==> src/rtl/vga_timing_gen.sv <==
// vga_timing_gen: parametrised raster timing generator for the HDMI_CTRL path.
//
// Produces a pixel request stream (pixel_req, pixel_x, pixel_y) REQ_LEAD clocks ahead of the
// video timing outputs (h_sync, v_sync, pixel_de, rgb_out). That lead lets a frame-buffer FIFO
// be read ahead. Line and frame order is sync, back porch, active, front porch. Start and stop
// take effect only on frame boundaries: a frame that has begun always completes.
//
// Ports:
//   vga_clk     in   pixel clock, the only clock
//   rst_n       in   synchronous active-low reset
//   en          in   run request, acted on at frame boundaries
//   rgb_data    in   pixel data returned REQ_LEAD-1 clocks after its pixel_req
//   test_mode   in   (VGA_TIMING_TEST_PATTERN_EN only) select the 8-bar colour pattern
//   pixel_req   out  request for the active pixel at (pixel_x, pixel_y)
//   pixel_x     out  active-area column of the request (0 when no request)
//   pixel_y     out  active-area row of the request (0 when no request)
//   frame_start out  one-clock pulse at internal h=0, v=0 while running
//   running     out  high while counting (RUN or STOP_PEND)
//   h_sync      out  horizontal sync at HS_POL when asserted, REQ_LEAD clocks after request
//   v_sync      out  vertical sync at VS_POL when asserted, REQ_LEAD clocks after request
//   pixel_de    out  data enable, REQ_LEAD clocks after request
//   rgb_out     out  pixel output, 0 outside pixel_de
//
// Optional feature: define VGA_TIMING_TEST_PATTERN_EN to add the test_mode port and the
// colour-bar generator. Without it rgb_data is always the captured source.

module vga_timing_gen #(
  parameter int unsigned H_ACT    = 1920,
  parameter int unsigned H_FP     = 88,
  parameter int unsigned H_SYNC   = 44,
  parameter int unsigned H_BP     = 148,
  parameter int unsigned V_ACT    = 1080,
  parameter int unsigned V_FP     = 4,
  parameter int unsigned V_SYNC   = 5,
  parameter int unsigned V_BP     = 36,
  parameter bit          HS_POL   = 1'b1,
  parameter bit          VS_POL   = 1'b1,
  parameter int unsigned DATA_W   = 24,
  parameter int unsigned REQ_LEAD = 1,   // legal range 1..4
  parameter int unsigned CNT_W    = 12   // must hold H_TOTAL-1 and V_TOTAL-1
) (
  input  logic              vga_clk,
  input  logic              rst_n,
  input  logic              en,
  input  logic [DATA_W-1:0] rgb_data,
`ifdef VGA_TIMING_TEST_PATTERN_EN
  input  logic              test_mode,
`endif
  output logic              pixel_req,
  output logic [CNT_W-1:0]  pixel_x,
  output logic [CNT_W-1:0]  pixel_y,
  output logic              frame_start,
  output logic              running,
  output logic              h_sync,
  output logic              v_sync,
  output logic              pixel_de,
  output logic [DATA_W-1:0] rgb_out
);

  localparam int unsigned H_TOTAL = H_SYNC + H_BP + H_ACT + H_FP;
  localparam int unsigned V_TOTAL = V_SYNC + V_BP + V_ACT + V_FP;

  localparam logic [CNT_W-1:0] H_LAST     = CNT_W'(H_TOTAL - 1);
  localparam logic [CNT_W-1:0] V_LAST     = CNT_W'(V_TOTAL - 1);
  localparam logic [CNT_W-1:0] H_SYNC_END = CNT_W'(H_SYNC);
  localparam logic [CNT_W-1:0] V_SYNC_END = CNT_W'(V_SYNC);
  localparam logic [CNT_W-1:0] H_DE_BEG   = CNT_W'(H_SYNC + H_BP);
  localparam logic [CNT_W-1:0] H_DE_END   = CNT_W'(H_SYNC + H_BP + H_ACT);
  localparam logic [CNT_W-1:0] V_DE_BEG   = CNT_W'(V_SYNC + V_BP);
  localparam logic [CNT_W-1:0] V_DE_END   = CNT_W'(V_SYNC + V_BP + V_ACT);

  typedef enum logic [1:0] {
    StIdle,
    StRun,
    StStopPend
  } state_e;

  state_e           state_q, state_d;
  logic [CNT_W-1:0] h_q, h_d;
  logic [CNT_W-1:0] v_q, v_d;

  logic h_last, v_last;
  logic active;
  logic raw_hs, raw_vs, raw_de;

  // Delay chains. Tap 0 is the raw (undelayed) signal, tap i is delayed i clocks, so the
  // output stage is tap REQ_LEAD and the rgb capture enable is tap REQ_LEAD-1.
  logic [REQ_LEAD-1:0] hs_q, vs_q, de_q;
  logic [REQ_LEAD:0]   hs_tap, vs_tap, de_tap;

  logic [DATA_W-1:0] cap_data;
  logic [DATA_W-1:0] rgb_d, rgb_q;

  //--------------------------------------------------------------------------------------------
  // Control FSM and raster counters
  //--------------------------------------------------------------------------------------------
  assign h_last = (h_q == H_LAST);
  assign v_last = (v_q == V_LAST);

  always_comb begin
    state_d = state_q;
    h_d     = h_q;
    v_d     = v_q;

    unique case (state_q)
      StIdle: begin
        h_d = '0;
        v_d = '0;
        if (en) begin
          state_d = StRun;
        end
      end

      StRun, StStopPend: begin
        if (h_last) begin
          h_d = '0;
          v_d = v_last ? '0 : v_q + CNT_W'(1);
        end else begin
          h_d = h_q + CNT_W'(1);
        end

        if (state_q == StRun) begin
          // A stop request only arms the stop; the current frame runs to completion.
          if (!en) begin
            state_d = StStopPend;
          end
        end else if (en) begin
          state_d = StRun;
        end else if (h_last && v_last) begin
          state_d = StIdle;
        end
      end

      default: begin
        state_d = StIdle;
        h_d     = '0;
        v_d     = '0;
      end
    endcase
  end

  //--------------------------------------------------------------------------------------------
  // Raw timing and request outputs; all derived from registers only
  //--------------------------------------------------------------------------------------------
  assign active = (state_q != StIdle);

  always_comb begin
    raw_hs = active && (h_q < H_SYNC_END);
    raw_vs = active && (v_q < V_SYNC_END);
    raw_de = active &&
             (h_q >= H_DE_BEG) && (h_q < H_DE_END) &&
             (v_q >= V_DE_BEG) && (v_q < V_DE_END);
  end

  assign pixel_req   = raw_de;
  assign pixel_x     = raw_de ? (h_q - H_DE_BEG) : '0;
  assign pixel_y     = raw_de ? (v_q - V_DE_BEG) : '0;
  assign frame_start = active && (h_q == '0) && (v_q == '0);
  assign running     = active;

  //--------------------------------------------------------------------------------------------
  // Alignment pipeline
  //--------------------------------------------------------------------------------------------
  assign hs_tap = {hs_q, raw_hs};
  assign vs_tap = {vs_q, raw_vs};
  assign de_tap = {de_q, raw_de};

`ifdef VGA_TIMING_TEST_PATTERN_EN
  localparam int unsigned BAR_DIV_I = (H_ACT / 8 == 0) ? 1 : H_ACT / 8;
  localparam logic [CNT_W-1:0] BAR_DIV = CNT_W'(BAR_DIV_I);
  localparam int unsigned CH_W = DATA_W / 3;

  logic [CNT_W-1:0]  cap_x;      // pixel_x aligned with the capture enable
  logic [CNT_W-1:0]  bar_full;
  logic [2:0]        bar_idx;
  logic              bar_r, bar_g, bar_b;
  logic [DATA_W-1:0] bar_rgb;

  // pixel_x must be delayed by the same REQ_LEAD-1 clocks as the capture enable.
  if (REQ_LEAD > 1) begin : g_x_pipe
    logic [REQ_LEAD-2:0][CNT_W-1:0] x_q;
    logic [REQ_LEAD-1:0][CNT_W-1:0] x_tap;

    assign x_tap = {x_q, pixel_x};
    assign cap_x = x_tap[REQ_LEAD-1];

    always_ff @(posedge vga_clk) begin
      if (!rst_n) begin
        x_q <= '0;
      end else begin
        x_q <= x_tap[REQ_LEAD-2:0];
      end
    end
  end else begin : g_x_direct
    assign cap_x = pixel_x;
  end

  assign bar_full = cap_x / BAR_DIV;
  assign bar_idx  = (bar_full > CNT_W'(7)) ? 3'd7 : bar_full[2:0];

  // Bar order white, yellow, cyan, green, magenta, red, blue, black maps each channel
  // directly onto an inverted bit of the bar index.
  assign bar_r   = ~bar_idx[1];
  assign bar_g   = ~bar_idx[2];
  assign bar_b   = ~bar_idx[0];
  assign bar_rgb = DATA_W'({{CH_W{bar_r}}, {CH_W{bar_g}}, {CH_W{bar_b}}});

  assign cap_data = test_mode ? bar_rgb : rgb_data;
`else
  assign cap_data = rgb_data;
`endif

  // Data returned for a request at clock t arrives during t+REQ_LEAD-1, which is exactly when
  // tap REQ_LEAD-1 of the de chain is high.
  assign rgb_d = de_tap[REQ_LEAD-1] ? cap_data : '0;

  always_ff @(posedge vga_clk) begin
    if (!rst_n) begin
      state_q <= StIdle;
      h_q     <= '0;
      v_q     <= '0;
      hs_q    <= '0;
      vs_q    <= '0;
      de_q    <= '0;
      rgb_q   <= '0;
    end else begin
      state_q <= state_d;
      h_q     <= h_d;
      v_q     <= v_d;
      hs_q    <= hs_tap[REQ_LEAD-1:0];
      vs_q    <= vs_tap[REQ_LEAD-1:0];
      de_q    <= de_tap[REQ_LEAD-1:0];
      rgb_q   <= rgb_d;
    end
  end

  // XNOR with the polarity: asserted drives POL, deasserted (and reset) drives !POL.
  assign h_sync   = ~(hs_tap[REQ_LEAD] ^ HS_POL);
  assign v_sync   = ~(vs_tap[REQ_LEAD] ^ VS_POL);
  assign pixel_de = de_tap[REQ_LEAD];
  assign rgb_out  = rgb_q;

endmodule

==> config.mk <==
export PLATFORM = sky130hd
export DESIGN_NAME = vga_timing_gen
export DESIGN_NICKNAME = d
export VERILOG_FILES = /design/src/rtl/vga_timing_gen.sv
export SDC_FILE = /design/constraint.sdc
export NUM_CORES = 1
export LEC_CHECK = 0
export CAP_MARGIN = 25
export CORE_ASPECT_RATIO = 0.9
export CORE_MARGIN = 2
export CORE_UTILIZATION = 50
export DETAILED_ROUTE_END_ITERATION = 8
export GPL_TIMING_DRIVEN = 1
export PLACE_DENSITY_LB_ADDON = 0.08
export SLEW_MARGIN = 10
export SYNTH_ARGS = -nofsm -noshare
export SYNTH_HDL_FRONTEND = slang
export SYNTH_SLANG_ARGS = --single-unit
==> constraint.sdc <==
create_clock -name vga_clk -period 6.7 [get_ports vga_clk]
set_input_delay 1.34 -clock vga_clk [delete_from_list [all_inputs] [get_ports vga_clk]]
set_output_delay 1.34 -clock vga_clk [all_outputs]
set_load 0.02 [all_outputs]
==> flow_summary.yaml <==
outcome:
  status: "finished clean"
final_layout:
  n_antenna_cell: 0
  post-route-util_pct: 66.9
  num-fill-cells: 438
  final_common_cell: "clkdlybuf4s50_1"
  post_route_cells_drive_above_1_share_pct: 3.49
  syn_to_final_growth_pct: 30.6
  final_cell_mix: "clkdlybuf4s50_1 (80), dfxtp_1 (53), nor2_1 (46)"
  final_nets: 411
flow_run:
  drv_cap: 0
logic_synthesis:
  postSynthNetCount: 346
  synthCells: 307
  synthTopCellsByArea: "dfxtp_1 (40%), nor2_1 (6.5%), and3_1 (6.2%), ha_1 (5.7%), xnor2_1 (4.6%)"
  syn_area_um2: 2640
  ys_ff_latch: 53
  synth_top_cell_by_area: "dfxtp_1"
  synth_top_area_share_pct: 40.2
  synth_cell_type_count: 40
  yosys_warnings: 0
  synth_area_per_cell_um2: 8.61
  ys_seq_area_share_pct: 40.2
clock_network:
  cts_buffers: 5
  htreeDepth: 2
  clockBufferDepth: 2
  cts_resized: 0
  insertion_delay_ns: 0.31
  cts_tree: "built"
  hold_buffers: 0
  cts_root_buf: "clkbuf_8"
  post_cts_buffers: 0
  clk_pin_slew_ns: 0.10
  cts.sink_count: 53
route:
  ant_nets: 0
  viasPerCell: 5.24
  wl_per_cell_um: 13.3
  vias: 2304
  totalWireLength_mm: 5.84
  drtIter0Drc: 99
  firstDrtPassIters: 4
  remaining_drc_errors: 0
worst_setup_path:
  reg2reg_depth: 7
  crit_type: "reg2out"
  cpPeakStageDelay_ns: 0.61
  crit_start: "v_q[0]$_SDFFE_PN0N_"
  cp_max_fo: 30
  reg2reg_from: "h_q[6]$_SDFF_PP0_"
  crit_path_start_kind: "register"
  path_cells: "inv_1 > ha_1 > nand2b_1 > o21ai_0 > a21oi_1 > o2111ai_1 > inv_1 > and2_1 > clkdlybuf4s50_1"
  worstPathRequired_ns: 5.36
  crit_top_cell: "inv_1"
  cp.arrival_ns: 3.14
  endpoint_kind: "output port"
  crit_path_top_delay_cell: "clkdlybuf4s50_1"
min_path:
  hold_depth: 1
  hp-class: "reg2reg"
  min-delay-start: "h_q[0]$_SDFF_PP0_"
sta:
  fin_crit_ns: 4.48
  fin_setup_tns_ns: 0
  final.period_utilization_pct: 66.9
  fin_ws_ns: 2.22
  slew-limit-headroom_pct: 41.9
  rsz0062_at_grt: "no"
  clock-skew-final_ns: 0.00780
  setup_violations: 0
  timing.fmax_mhz: 223
  report.final.slew_viol_count: 0
  worst_pin_slew_ns: 0.869
  hold_viol_final: 0
die:
  rows: 25
  die_area_um2: 5880
  fp.dieH_um: 73.0
  die_width_um: 80.6
  ios: 81
  core_area_um2: 5160
  start_util_pct: 51.2
placement:
  portBuffers: 80
  place_ws_ns: 2.59
  dp_hpwl_mm: 4.23
  gp_congestion: 0.853
grt:
  grt_use_total_pct: 20.6
  overflow: 0
  grt_pass1_wl_mm: 9.44
  grt_antenna_before_repair: 0
  grt_pass1_vias: 2019
  grt_max_degree: 33
power:
  cellPowerDensity_nw_per_um2: 179
  irDropWorstVdd_mv: 0.113
  p_leak_nw: 1.40
==> worst paths after layout <==
check | end | slack, ns
min reg2reg | h_q[0]$_SDFF_PP0_ | 0.48
max reg2reg | state_q[1]$_SDFFE_PN0P_ | 4.39
min | h_q[0]$_SDFF_PP0_ | 0.48
max | pixel_x[7] | 2.22
==> power by group <==
group | total (mW) | internal [mW] | switching, mW
clock | 0.180 | 0.0738 | 0.106
sequential | 0.330 | 0.323 | 0.00668
combinational | 0.108 | 0.0481 | 0.0603
total | 0.618 | 0.445 | 0.173
==> final cells by class <==
cell class              instances  area, um2  area share, %
clock buffers                   6       72.6           2.10
flip-flops and latches         53       1060           30.7
clock inverters                 2       15.0          0.435
multi-input cells             214       1350           39.0
inverters                      17       63.8           1.85
repair buffers                 81        808           23.4
well taps                      67       83.8           2.43
==> flip-flops by register name (all words and copies together), names as in the netlist <==
signal and flops:
h_q 12, h_sync 1, pixel_de 1, rgb_out 24, state_q 2, v_q 12
v_sync 1
==> cells by family after synthesis <==
logic type | after synthesis | synth area share (%)
adder cells (fa/ha/maj) | 12 | 5.68
AO/OA/AOI/OAI | 35 | 7.81
flip-flops | 53 | 40.2
AND/OR/NAND/NOR | 141 | 28.8
XOR/XNOR | 25 | 8.29
buffers and inverters | 40 | 8.85
multiplexers | 1 | 0.379
==> critical path: cells and delay by family, from the launching register on <==
family	cells	cell delay [ns]
compound gates	3	0.42
fa+ha+maj	1	0.23
buf+inv	3	1.22
flops	1	0.54
simple gates	2	0.41
==> cells in the mapped netlist (all sizes together) <==
cell type	count
o211ai	1
nand4bb	1
nand3b	1
o31ai	1
nor4b	1
nor4	7
or3	2
a21oi	12
and2	5
inv	17
mux2i	1
xnor2	14
a31oi	2
and4	3
and3	26
xor2	11
and4b	2
ha	12
nand2	14
buf	4
a21o	1
or4	1
dfxtp	53
clkbuf	19
nor3	11
o31a	1
o2111ai	2
nor2	46
nand3	13
o21ai	12
o211a	1
nand2b	2
nand4	6
o21a	2
==> metrics by stage <==
step | cell area [um2] | total power [mW] | instances | hold slack (ns)
2_1_floorplan | 2640 | 0.401 | 307 | 0.430
3_3_place_gp | 3360 | 0.444 | 432 | 0.447
3_5_place_dp | 3360 | 0.446 | 432 | 0.470
4_1_cts | 3450 | 0.624 | 440 | 0.490
5_1_grt | 3450 | 0.648 | 440 | 0.520
6_report | 3450 | 0.618 | 440 | 0.485
==> routing by layer <==
layer  GRT usage (%)  up-vias  part of all wire (%)
li1                -     1165                     -
met1            28.3     1070                    45
met2            32.2       60                    48
met3            4.83        9                   5.2
met4            6.59        0                   1.4
met5               0        -                     0
(Power assumes the default switching activity.)
